==> src/rtl/tmds_encoder_dvi_pkg.sv <==
// tmds_pkg: shared constants, types and helpers for the DVI TMDS channel encoder.
//   TMDS_CTRL_xx  : the four 10-bit control-period symbols, indexed by {c1,c0}
//   TMDS_BIAS_W   : width of the signed running-disparity (bias) register
//   tmds_stage1_t : stage-1 pipeline word (de, ctrl, transition-minimised q_m)
//   popcount8     : number of ones in a byte
//   ctrl_symbol   : control symbol for a given {c1,c0}
package tmds_pkg;

  localparam logic [9:0] TMDS_CTRL_00 = 10'b1101010100;
  localparam logic [9:0] TMDS_CTRL_01 = 10'b0010101011;
  localparam logic [9:0] TMDS_CTRL_10 = 10'b0101010100;
  localparam logic [9:0] TMDS_CTRL_11 = 10'b1010101011;

  localparam int unsigned TMDS_BIAS_W = 5;

  typedef struct packed {
    logic       de;
    logic [1:0] ctrl;
    logic [8:0] q_m;
  } tmds_stage1_t;

  function automatic logic [3:0] popcount8(input logic [7:0] v);
    logic [3:0] n;
    n = '0;
    for (int unsigned i = 0; i < 8; i++) begin
      n = n + {3'b000, v[i]};
    end
    return n;
  endfunction

  function automatic logic [9:0] ctrl_symbol(input logic [1:0] c);
    logic [9:0] s;
    unique case (c)
      2'b00:   s = TMDS_CTRL_00;
      2'b01:   s = TMDS_CTRL_01;
      2'b10:   s = TMDS_CTRL_10;
      default: s = TMDS_CTRL_11;
    endcase
    return s;
  endfunction

endpackage

==> src/rtl/tmds_encoder_dvi_if.sv <==
// tmds_encoder_dvi_if: pixel-side bundle of one TMDS channel encoder.
//   i_data  [7:0] pixel component, meaningful when i_de=1
//   i_ctrl  [1:0] control bits {c1,c0}, meaningful when i_de=0
//   i_de          1 = video data period, 0 = control period
//   o_tmds  [9:0] encoded symbol, bit 0 transmitted first
// master drives the pixel side, slave is the encoder.
interface tmds_encoder_dvi_if;

  logic [7:0] i_data;
  logic [1:0] i_ctrl;
  logic       i_de;
  logic [9:0] o_tmds;

  modport master (output i_data, output i_ctrl, output i_de, input o_tmds);
  modport slave  (input i_data, input i_ctrl, input i_de, output o_tmds);

endinterface

==> src/rtl/tmds_encoder_dvi.sv <==
// tmds_encoder_dvi: DVI/TMDS 8b/10b channel encoder, one symbol per pixel clock.
//   i_clk   : pixel (parallel) clock, shared with serializer_10to1
//   i_rst_n : asynchronous active-low reset
//   bus     : tmds_encoder_dvi_if.slave (i_data, i_ctrl, i_de in; o_tmds out)
// Pipeline: optional input register (REG_INPUT=1), stage 1 transition
// minimisation, stage 2 DC balance + output register. de/ctrl travel with
// the data so they stay aligned. Latency 2 (REG_INPUT=0) or 3 cycles.
module tmds_encoder_dvi
  import tmds_pkg::*;
#(
  parameter int unsigned REG_INPUT = 1
) (
  input  logic               i_clk,
  input  logic               i_rst_n,
  tmds_encoder_dvi_if.slave  bus
);

  localparam logic signed [TMDS_BIAS_W-1:0] BIAS_ZERO = '0;
  localparam logic signed [TMDS_BIAS_W-1:0] BIAS_TWO  = TMDS_BIAS_W'(2);

  // ---------------- optional input register ----------------
  logic [7:0] in_data;
  logic [1:0] in_ctrl;
  logic       in_de;

  generate
    if (REG_INPUT != 0) begin : g_in_reg
      always_ff @(posedge i_clk or negedge i_rst_n) begin
        if (!i_rst_n) begin
          in_data <= '0;
          in_ctrl <= '0;
          in_de   <= 1'b0;
        end else begin
          in_data <= bus.i_data;
          in_ctrl <= bus.i_ctrl;
          in_de   <= bus.i_de;
        end
      end
    end else begin : g_in_comb
      assign in_data = bus.i_data;
      assign in_ctrl = bus.i_ctrl;
      assign in_de   = bus.i_de;
    end
  endgenerate

  // ---------------- stage 1: transition minimisation ----------------
  logic [3:0]   n1_d;
  logic         use_xnor;
  logic [8:0]   q_m;
  tmds_stage1_t s1;

  always_comb begin
    n1_d     = popcount8(in_data);
    use_xnor = (n1_d > 4'd4) || ((n1_d == 4'd4) && !in_data[0]);
    q_m      = '0;
    q_m[0]   = in_data[0];
    for (int unsigned i = 1; i < 8; i++) begin
      q_m[i] = use_xnor ? ~(q_m[i-1] ^ in_data[i]) : (q_m[i-1] ^ in_data[i]);
    end
    q_m[8] = ~use_xnor;
  end

  always_ff @(posedge i_clk or negedge i_rst_n) begin
    if (!i_rst_n) begin
      s1 <= '0;
    end else begin
      s1.de   <= in_de;
      s1.ctrl <= in_ctrl;
      s1.q_m  <= q_m;
    end
  end

  // ---------------- stage 2: DC balance ----------------
  // bias equals the running ones-minus-zeros of the emitted 10-bit symbols
  // since the last control period, so it is cleared whenever de=0 here.
  logic                          q8;
  logic [7:0]                    q;
  logic [3:0]                    n1_q;
  logic [3:0]                    n0_q;
  logic signed [TMDS_BIAS_W-1:0] diff;
  logic signed [TMDS_BIAS_W-1:0] bias;
  logic signed [TMDS_BIAS_W-1:0] bias_nxt;
  logic [9:0]                    sym_nxt;

  always_comb begin
    q8       = s1.q_m[8];
    q        = s1.q_m[7:0];
    n1_q     = popcount8(q);
    n0_q     = 4'd8 - n1_q;
    diff     = $signed({1'b0, n1_q}) - $signed({1'b0, n0_q});
    sym_nxt  = TMDS_CTRL_00;
    bias_nxt = bias;
    if (!s1.de) begin
      sym_nxt  = ctrl_symbol(s1.ctrl);
      bias_nxt = BIAS_ZERO;
    end else if ((bias == BIAS_ZERO) || (n1_q == n0_q)) begin
      sym_nxt  = {~q8, q8, (q8 ? q : ~q)};
      bias_nxt = q8 ? (bias + diff) : (bias - diff);
    end else if (((bias > BIAS_ZERO) && (n1_q > n0_q)) ||
                 ((bias < BIAS_ZERO) && (n0_q > n1_q))) begin
      sym_nxt  = {1'b1, q8, ~q};
      bias_nxt = bias + (q8 ? BIAS_TWO : BIAS_ZERO) - diff;
    end else begin
      sym_nxt  = {1'b0, q8, q};
      bias_nxt = bias + diff - (q8 ? BIAS_ZERO : BIAS_TWO);
    end
  end

  always_ff @(posedge i_clk or negedge i_rst_n) begin
    if (!i_rst_n) begin
      bias       <= BIAS_ZERO;
      bus.o_tmds <= TMDS_CTRL_00;
    end else begin
      bias       <= bias_nxt;
      bus.o_tmds <= sym_nxt;
    end
  end

endmodule

==> src/flat_wrapper.sv <==
// flat-port wrapper written by rule: the top's interface ports become plain ports
module tmds_encoder_dvi_flat import tmds_pkg::*;
#(
  parameter int unsigned REG_INPUT = 1
)
  (i_clk, i_rst_n, bus_i_data, bus_i_ctrl, bus_i_de, bus_o_tmds);
  tmds_encoder_dvi_if bus_i ();
  input  logic i_clk;
  input  logic i_rst_n;
  input wire logic [$bits(bus_i.i_data)-1:0] bus_i_data;
  input wire logic [$bits(bus_i.i_ctrl)-1:0] bus_i_ctrl;
  input wire logic [$bits(bus_i.i_de)-1:0] bus_i_de;
  output wire logic [$bits(bus_i.o_tmds)-1:0] bus_o_tmds;
  assign bus_i.i_data = bus_i_data;
  assign bus_i.i_ctrl = bus_i_ctrl;
  assign bus_i.i_de = bus_i_de;
  assign bus_o_tmds = bus_i.o_tmds;
  tmds_encoder_dvi #(.REG_INPUT(REG_INPUT)) u_core (.i_clk(i_clk), .i_rst_n(i_rst_n), .bus(bus_i));
endmodule
==> config.mk <==
export PLATFORM = sky130hd
export DESIGN_NAME = tmds_encoder_dvi_flat
export DESIGN_NICKNAME = d
export VERILOG_FILES = /design/src/rtl/tmds_encoder_dvi_pkg.sv /design/src/rtl/tmds_encoder_dvi_if.sv /design/src/rtl/tmds_encoder_dvi.sv /design/src/flat_wrapper.sv
export SDC_FILE = /design/constraint.sdc
export NUM_CORES = 1
export LEC_CHECK = 0
export CAP_MARGIN = 15
export CORE_ASPECT_RATIO = 0.8
export CORE_MARGIN = 2
export CORE_UTILIZATION = 60
export DETAILED_ROUTE_END_ITERATION = 6
export DONT_BUFFER_PORTS = 1
export MAX_ROUTING_LAYER = met4
export PLACE_DENSITY = 0.76
export SLEW_MARGIN = 0
export SYNTH_ARGS = -nofsm -noshare
export SYNTH_HDL_FRONTEND = slang
export SYNTH_SLANG_ARGS = --single-unit
==> constraint.sdc <==
create_clock -name i_clk -period 8.4 [get_ports i_clk]
set_input_delay 1.26 -clock i_clk [delete_from_list [all_inputs] [get_ports i_clk]]
set_output_delay 1.26 -clock i_clk [all_outputs]
set_load 0.03 [all_outputs]
==> run_results.csv, run 1 <==
group,metric,value,unit
clock_tree,clkTransAtPathRegs,70,ps
timing,finalSetupTns,0,ps
finish,multi_input_comb_area,1245,um^2
job,maxCapViolations,0,
finish,final_nets,273,
global_routing,antenna_found_initial,0,
global_routing,grt_use_total,21.32,%
floorplan,placementRows,20,
timing,slew_headroom,55.69,%
global_routing,grt_pass1_wl,6.803,mm
floorplan,io_pins,23,
global_routing,grt_max_degree,39,
floorplan,coreArea,3804,um^2
routing,routedWlPerCell,14.19,um
timing,finalHoldViolCount,0,
finish,fill_cells,299,
synth,yosysUniqueCellTypes,41,
synth,postSynthCellCount,221,
placement,dpl-instance-area,2429,um^2
setup_path,critical_path_arrival,5920,ps
timing,worst_pin_slew,662.6,ps
synth,synth_top_area_share,34.70,%
status,outcome,"completed",
finish,drive_above_1_share,8.407,%
setup_path,crit_start,"u_core.q[0]$_DFF_PN0_",
finish,area_growth,5.889,%
placement,place_hpwl,3.174,mm
clock_tree,clock_latency,280,ps
finish,final_cell_mix,"inv_1, dfrtp_1, ha_1",
synth,synth_seq_cells,38,
synth,synth_nets,269,
timing,rsz0062_at_grt,"no",
synth,synthesis.area,2380,um^2
timing,skew,7.292,ps
timing,setup_viol,0,
setup_path,crit_end,"u_core.bias[4]$_DFF_PN0_",
floorplan,die_y,60.33,um
synth,synth.area.top_cells,"dfrtp_1, ha_1, fa_1, xnor2_1, inv_1",
clock_tree,hold_buffers,0,
routing,viasPerCell,5.295,
finish,diodes,0,
routing,drtPass1Iterations,4,
finish,final_common_cell,"inv_1",
routing,ant_nets,0,
timing,fmax,0.1748,GHz
finish,design_area,2520,um^2
clock_tree,post-cts-setup-buffers,0,
synth,postSynthAreaPerCell,10.77,um^2
clock_tree,cts.sinks,38,
worst_hold_path,min_path_type,"flop to flop",
placement,numPortBuffers,0,
floorplan,dieWidth,74.41,um
clock_tree,ctsLongestPathBuffers,2,
clock_tree,cts_inserted_buffers,5,
routing,wirelength,3.986,mm
routing,num_vias,1488,
routing,drtIter0Drc,60,
setup_path,required,8600,ps
synth,ys_seq_area_share,40.22,%
timing,slew_violations,0,
setup_path,crit_type,"flop to flop",
setup_path,cp-start-kind,"flop",
clock_tree,cts_tree,"built",
floorplan,dieArea,4489,um^2
setup_path,worstRegToRegCells,20,
setup_path,end_kind,"flop",
finish,regArea,957.2,um^2
clock_tree,htree_levels,2,
placement,gp_congestion,0.9143,
global_routing,grt_overflow_total,0,
synth,synth_top_area_cell,"dfrtp_1",
setup_path,r2r_start,"u_core.q[0]$_DFF_PN0_",
global_routing,grt_pass1_vias,1426,
routing,drc_errors,0,
setup_path,r2r_slack,2680,ps
timing,post-route-period-util,68.11,%
floorplan,initial_core_util,62.57,%
synth,ys_warn_count,0,
clock_tree,root_buffer,"clkbuf_8",
setup_path,worstPathMaxFanout,8,
clock_tree,cts.repair.resized,0,
setup_path,reg2reg_to,"u_core.bias[4]$_DFF_PN0_",
timing,layout_min_cycle_time,5721,ps
[per-layer routing]
layer  track usage (%)  routed length, um
met3             6.645                211
met5                 -                  0
met4             4.082                 31
met2             29.84               1725
met1             30.89               2017
[metrics by stage]
step,setup slack (ps),utilization (%),hold slack (ps),instances
after floorplan,3108,-,331.2,221
after global placement,2911,63.85,334.7,273
after detailed placement,2750,63.85,339.4,273
after CTS,2699,66.25,356.3,281
after global routing,2399,66.25,359.1,281
final,2679,66.25,353.5,281
[worst max-delay path, cell delays in order (launching register included)]
cell and delay, ps:
dfrtp_1 400, ha_1 290, inv_1 50, fa_1 500
fa_1 520, fa_1 470, fa_1 520, xor2_1 280
inv_1 90, ha_1 390, inv_1 100, o21ai_0 80
nand2_1 80, o21ai_0 170, fa_1 610, inv_1 50
a221oi_1 320, xor2_1 180, nor2_1 60, a221oi_2 260
mux2i_1 220
[state kept, by name, indices dropped and copies added (netlist names)]
register,flops
u_core.bias,5
u_core.bus.o_tmds,10
u_core.in_ctrl,2
u_core.in_data,8
u_core.in_de,1
u_core.q,8
u_core.q8,1
u_core.s1,3
[kinds of logic (layout without fill, tap and decap cells)]
family / Yosys count / count (layout) / share of synthesized area, %
simple gates: 30 / 30 / 6.888
xor+xnor: 27 / 27 / 9.937
mux: 2 / 2 / 0.8413
flops: 38 / 38 / 40.22
compound gates: 44 / 44 / 12.46
fa+ha+maj: 35 / 35 / 22.19
buf+inv: 45 / 50 / 7.465
[worst min path at each step]
stage | to | start | cells past startpoint
finish | u_core.s1[10]$_DFF_PN0_ | u_core.in_ctrl[1]$_DFF_PN0_ | 0
global route | u_core.s1[9]$_DFF_PN0_ | u_core.in_ctrl[0]$_DFF_PN0_ | 0
CTS | u_core.s1[10]$_DFF_PN0_ | u_core.in_ctrl[1]$_DFF_PN0_ | 0
detailed placement | u_core.s1[10]$_DFF_PN0_ | u_core.in_ctrl[1]$_DFF_PN0_ | 0
global placement | u_core.s1[9]$_DFF_PN0_ | u_core.in_ctrl[0]$_DFF_PN0_ | 0
floorplan | u_core.s1[10]$_DFF_PN0_ | u_core.in_ctrl[1]$_DFF_PN0_ | 0
[cell type report]
class | instances | share of cell area [%]
Tap cell | 55 | 2.731
Clock buffer | 7 | 3.426
Multi-Input combinational cell | 138 | 49.40
Inverter | 42 | 6.256
Sequential cell | 38 | 37.98
Clock inverter | 1 | 0.1986
[Yosys cell counts, drive strengths merged]
| cell | number |
|---|---|
| a21boi | 1 |
| a221oi | 3 |
| o21ai | 16 |
| nor3 | 2 |
| o22ai | 1 |
| o221a | 1 |
| dfstp | 5 |
| a21oi | 8 |
| ha | 23 |
| nand3 | 4 |
| o21a | 2 |
| or2 | 1 |
| a32oi | 1 |
| o211ai | 3 |
| nor3b | 1 |
| o21bai | 1 |
| a31oi | 1 |
| o211a | 2 |
| o311a | 1 |
| inv | 42 |
| fa | 12 |
| a211oi | 3 |
| dfrtp | 33 |
| xor2 | 7 |
| and2 | 3 |
| nand2b | 2 |
| mux2i | 2 |
| nand2 | 7 |
| clkbuf | 1 |
| nor4 | 1 |
| or3 | 2 |
| nor2 | 6 |
| xnor2 | 20 |
| buf | 2 |
| nand4b | 1 |
Power of run 1 is not shown: default switching activity piles up to over one toggle a cycle in this logic, so the estimate is an artifact.
==> run 2, diff against run 1 <==
--- a/config.mk
+++ b/config.mk
@@ -8,11 +8,11 @@
 export CAP_MARGIN = 15
 export CORE_ASPECT_RATIO = 0.8
 export CORE_MARGIN = 2
-export CORE_UTILIZATION = 60
+export CORE_UTILIZATION = 57
 export DETAILED_ROUTE_END_ITERATION = 6
 export DONT_BUFFER_PORTS = 1
 export MAX_ROUTING_LAYER = met4
-export PLACE_DENSITY = 0.76
+export PLACE_DENSITY = 0.75
 export SLEW_MARGIN = 0
 export SYNTH_ARGS = -nofsm -noshare
 export SYNTH_HDL_FRONTEND = slang
==> constraint.sdc (replaced) <==
create_clock -name i_clk -period 5.04 [get_ports i_clk]
set_input_delay 0.756 -clock i_clk [delete_from_list [all_inputs] [get_ports i_clk]]
set_output_delay 0.756 -clock i_clk [all_outputs]
set_load 0.03 [all_outputs]
==> run 2 against run 1 <==
  * Worst setup slack worse by 2500 ps
  * Die area is 4.9% higher
  * Via count is 5.0% higher
  * Wire length is 2.0% higher
  * Core utilization is 1.5 points higher
  * Register-to-register slack worse by 2500 ps
  * Global-route usage is 1.4 points lower
  * Maximum frequency is 17% higher
==> run_results.csv, run 2 (same netlist as run 1, synthesis figures left out) <==
group,metric,value,unit
floorplan,initial_core_util,60.96,%
global_routing,antenna_found_initial,0,
routing,wirelength,4.065,mm
clock_tree,hold_buffers,0,
placement,gp_congestion,0.9007,
timing,layout_min_cycle_time,4886,ps
floorplan,die_y,61.80,um
setup_path,cpPeakStageDelay,590,ps
clock_tree,cts_inserted_buffers,5,
finish,largest_reg_flops,10,
setup_path,critical_path_arrival,5090,ps
routing,drtIter0Drc,104,
timing,finalHoldViolCount,0,
timing,slew_headroom,59.84,%
setup_path,r2r_start,"u_core.q[1]$_DFF_PN0_",
setup_path,reg2reg_to,"u_core.bias[4]$_DFF_PN0_",
setup_path,crit_path_top_delay_cell,"fa_2",
placement,numPortBuffers,0,
setup_path,r2r_slack,150,ps
routing,ant_nets,0,
floorplan,coreArea,3904,um^2
clock_tree,clock_latency,280,ps
floorplan,dieWidth,76.24,um
setup_path,crit_start,"u_core.q[1]$_DFF_PN0_",
finish,final_nets,284,
timing,setup_viol,0,
clock_tree,cts.sinks,38,
finish,area_growth,11.20,%
global_routing,grt_overflow_total,0,
setup_path,worstPathMaxFanout,3,
setup_path,cp-start-kind,"flop",
setup_path,end_kind,"flop",
timing,fmax,0.2047,GHz
global_routing,grt_pass1_vias,1456,
worst_hold_path,min_path_type,"input pin to async pin",
setup_path,required,5250,ps
clock_tree,cts_tree,"built",
routing,routedWlPerCell,13.92,um
timing,finalSetupTns,0,ps
global_routing,grt_max_degree,39,
clock_tree,ctsLongestPathBuffers,2,
placement,place_hpwl,3.246,mm
timing,skew,4.841,ps
routing,drc_errors,0,
job,maxCapViolations,0,
routing,num_vias,1563,
setup_path,crit_type,"flop to flop",
clock_tree,root_buffer,"clkbuf_8",
global_routing,grt_use_total,19.93,%
setup_path,cp_common_cell,"fa_2",
finish,final_cell_mix,"inv_1, dfrtp_1, ha_1",
timing,post-route-period-util,96.94,%
finish,diodes,0,
timing,worst_pin_slew,596.1,ps
floorplan,dieArea,4711,um^2
floorplan,io_pins,23,
routing,viasPerCell,5.353,
clock_tree,clkTransAtPathRegs,70,ps
setup_path,worstRegToRegCells,19,
finish,largest-register,"u_core.bus.o_tmds",
finish,drive_above_1_share,17.72,%
timing,rsz0062_at_grt,"yes",
global_routing,grt_pass1_wl,6.851,mm
routing,drtPass1Iterations,4,
timing,slew_violations,0,
setup_path,crit_chain,"ha_1 > inv_1 > fa_1 > fa_1 > fa_2 > fa_2 > nand2_2 > ha_4 > inv_2 > o21ai_2 > nand2_1 > o21ai_2 > fa_2 > nor2_2 > a221oi_2 > xor2_1 > nor2_1 > a221oi_2 > mux2i_1",
floorplan,placementRows,20,
finish,final_common_cell,"inv_1",
clock_tree,htree_levels,2,
status,outcome,"completed",
[run 2: cell types whose count changed in the layout (fill, tap and decap cells not counted), sizes merged]
cell / previous run / this run
buf: 0 / 11
[run 2: cell type report]
type / count / area, um^2
clock buffer: 7 / 86.33
clock inverter: 1 / 5.005
sequential: 38 / 957.2
timing repair buffer: 11 / 82.58
tap: 55 / 68.82
fill: 301 / 1257
multi-input combinational: 138 / 1289
inverter: 42 / 157.7
[run 2: how the worst max path moves through the flow]
stage | to | slack (ps) | depth (start not counted)
after floorplan | u_core.bias[4]$_DFF_PN0_ | 30 | 21
after detailed placement | u_core.bias[4]$_DFF_PN0_ | -150 | 20
after CTS | u_core.bias[4]$_DFF_PN0_ | 20 | 20
final | u_core.bias[4]$_DFF_PN0_ | 150 | 19
after global routing | u_core.bias[4]$_DFF_PN0_ | -50 | 19
after global placement | u_core.bias[4]$_DFF_PN0_ | 10 | 20
[run 2: layer usage]
layer,vias to the layer above,GRT usage [%],wire length [um],share of wire (%)
met5,-,-,0,0
met1,744,27.12,1950,48
met2,57,30.09,1739,43
met3,4,5.636,340,8.4
li1,758,-,-,-
met4,0,4.935,34,0.84
[run 2: per-stage QoR]
stage	std cells	util, %	instance area, um^2	hold WS [ps]	worst slack [ps]
final	292	67.79	2646	164.1	154.3
after global routing	292	67.79	2646	141.4	-50.63
after CTS	289	66.99	2615	151.9	16.75
after detailed placement	279	64.10	2502	335.5	-151.1
after global placement	279	64.10	2502	333.4	11.67
after floorplan	221	-	2409	331.2	33.72
[run 2: worst max-delay path, delay by kind of cell (launching register included)]
kind	cells	cell delay, ps
adder cells (fa/ha/maj)	7	2990
buffers and inverters	2	130
multiplexers	1	220
AND/OR/NAND/NOR	4	280
AO/OA/AOI/OAI	4	660
flip-flops	1	380
XOR/XNOR	1	170
[run 2: repair_timing]
action | 4_1_cts | 5_1_grt
setup endpoints to repair | 1 | 1
setup buffers | 2 | 3
pin swaps | 2 | 13
cloned | 0 | 0
gates resized for setup | 3 | 6
Power of run 2 is left out for the same reason.
==> run 3, diff against run 2 <==
--- a/config.mk
+++ b/config.mk
@@ -8,11 +8,11 @@
 export CAP_MARGIN = 15
 export CORE_ASPECT_RATIO = 0.8
 export CORE_MARGIN = 2
-export CORE_UTILIZATION = 57
+export CORE_UTILIZATION = 40
 export DETAILED_ROUTE_END_ITERATION = 6
 export DONT_BUFFER_PORTS = 1
 export MAX_ROUTING_LAYER = met4
-export PLACE_DENSITY = 0.75
+export PLACE_DENSITY_LB_ADDON = 0.15
 export SLEW_MARGIN = 0
 export SYNTH_ARGS = -nofsm -noshare
 export SYNTH_HDL_FRONTEND = slang
==> run 3 against run 2 <==
  * Wire length up 3.5%
  * Register-to-register slack better by 20 ps
  * Critical endpoint unchanged
  * Hold slack worse by 6.8 ps
  * Non-clock buffer count up 1
  * Worst setup slack better by 21 ps
  * Clock skew about the same
  * Largest cell class unchanged
  * Count of clock-buffer cells in the layout up 1
  * Critical path depth down 1
  * First-iteration DRC count down 14%
==> run_results.csv, run 3 (same netlist as run 1, synthesis figures left out) <==
group,metric,value,unit
status,outcome,"completed",
setup_path,cp-start-kind,"flop",
floorplan,dieArea,6586,um^2
finish,final_cell_mix,"inv_1, dfrtp_1, ha_1",
setup_path,required,5250,ps
finish,diodes,0,
timing,fmax,0.2056,GHz
timing,layout_min_cycle_time,4864,ps
routing,drc_errors,0,
setup_path,crit_type,"flop to flop",
timing,rsz0062_at_grt,"yes",
floorplan,die_y,72.99,um
placement,dp_slack,-21.54,ps
global_routing,antenna_found_initial,0,
timing,post-route-period-util,96.51,%
placement,place_hpwl,3.344,mm
clock_tree,ctsLongestPathBuffers,2,
global_routing,grt_pass1_wl,7.472,mm
routing,wirelength,4.207,mm
timing,finalSetupTns,0,ps
worst_hold_path,min_path_type,"input pin to async pin",
global_routing,grt_pass1_vias,1506,
setup_path,reg2reg_to,"u_core.bias[4]$_DFF_PN0_",
placement,gp_congestion,0.8296,
global_routing,grt_max_degree,39,
job,maxCapViolations,0,
clock_tree,cts.sinks,38,
global_routing,grt_use_total,15.20,%
global_routing,grt_overflow_total,0,
finish,final_nets,285,
finish,multi_input_comb_area,1286,um^2
floorplan,initial_core_util,40.90,%
setup_path,end_kind,"flop",
routing,ant_nets,0,
finish,finalNonFillerCells,319,
finish,drive_above_1_share,17.23,%
floorplan,placementRows,25,
routing,routedWlPerCell,13.19,um
floorplan,coreArea,5818,um^2
floorplan,dieWidth,90.24,um
finish,fill_cells,559,
routing,viasPerCell,4.668,
finish,largest_reg_flops,10,
clock_tree,clkTransAtPathRegs,70,ps
finish,largest-register,"u_core.bus.o_tmds",
floorplan,io_pins,23,
finish,area_growth,12.72,%
finish,regArea,957.2,um^2
setup_path,worstRegToRegCells,18,
placement,dp.cells,307,
placement,numPortBuffers,0,
timing,skew,5.040,ps
setup_path,r2r_start,"u_core.q[1]$_DFF_PN0_",
clock_tree,root_buffer,"clkbuf_8",
setup_path,critical_path_arrival,5070,ps
setup_path,r2r_slack,180,ps
clock_tree,cts_inserted_buffers,5,
clock_tree,hold_buffers,0,
clock_tree,clock_latency,290,ps
timing,hold_slack,157.3,ps
clock_tree,htree_levels,2,
setup_path,worstPathMaxFanout,5,
finish,final_common_cell,"inv_1",
routing,drtIter0Drc,89,
timing,slew_headroom,66.00,%
timing,setup_ws,175.7,ps
timing,setup_viol,0,
routing,num_vias,1489,
timing,finalHoldViolCount,0,
timing,slew_violations,0,
routing,drtPass1Iterations,4,
timing,worst_pin_slew,510.0,ps
clock_tree,cts_tree,"built",
## run 3: cell types whose count changed in the layout (fill, tap and decap cells not counted)
cell / change
fa_2: -1
fa_1: +1
clkinv_2: -1
clkbuf_1: +1
buf_4: +1
## run 3: timing repair
item                                    in CTS  in global routing
endpoints found under the setup margin       1                  1
setup buffers                                1                  3
resized for setup                            2                  6
pin swaps                                    2                 14
endpoints found under the hold margin        0                  0
## run 3: area by class of cell
class | count | share of cell area (%)
repair buffers | 12 | 3.358
multi-input cells | 138 | 47.95
clock buffers | 8 | 3.358
well taps | 81 | 3.778
inverters | 42 | 5.877
flip-flops and latches | 38 | 35.68
## run 3: how the worst max path moves through the flow
stage / startpoint / end / slack [ps]
floorplan: u_core.q[0]$_DFF_PN0_ / u_core.bias[4]$_DFF_PN0_ / 30
global placement: u_core.q[0]$_DFF_PN0_ / u_core.bias[4]$_DFF_PN0_ / 60
detailed placement: u_core.q[1]$_DFF_PN0_ / u_core.bias[4]$_DFF_PN0_ / -20
CTS: u_core.q[1]$_DFF_PN0_ / u_core.bias[4]$_DFF_PN0_ / 10
global route: u_core.q[1]$_DFF_PN0_ / u_core.bias[4]$_DFF_PN0_ / -40
finish: u_core.q[1]$_DFF_PN0_ / u_core.bias[4]$_DFF_PN0_ / 180
## run 3: per-layer routing
metal	track usage (%)	vias to the layer above	routed length, um
li1	-	753	-
met1	21.25	708	2166
met2	20.97	24	1807
met3	4.649	4	178
met4	5.299	0	53
met5	-	-	0
## run 3: metrics by stage
step	area [um^2]	utilization [%]
after floorplan	2409	-
after global placement	2550	43.83
after detailed placement	2550	43.83
after CTS	2650	45.55
after global routing	2683	46.11
final	2683	46.11
## run 3: critical path: stages (launching register included)
cell,delay (ps)
dfrtp_1,390
ha_1,290
inv_2,30
fa_1,460
fa_1,490
fa_2,370
fa_2,420
xor2_2,180
inv_2,80
ha_4,270
buf_4,130
o21ai_2,80
fa_1,550
inv_1,70
a221oi_2,270
xor2_1,170
nor2_1,70
a221oi_2,270
mux2i_1,220
Power of run 3 is left out for the same reason.
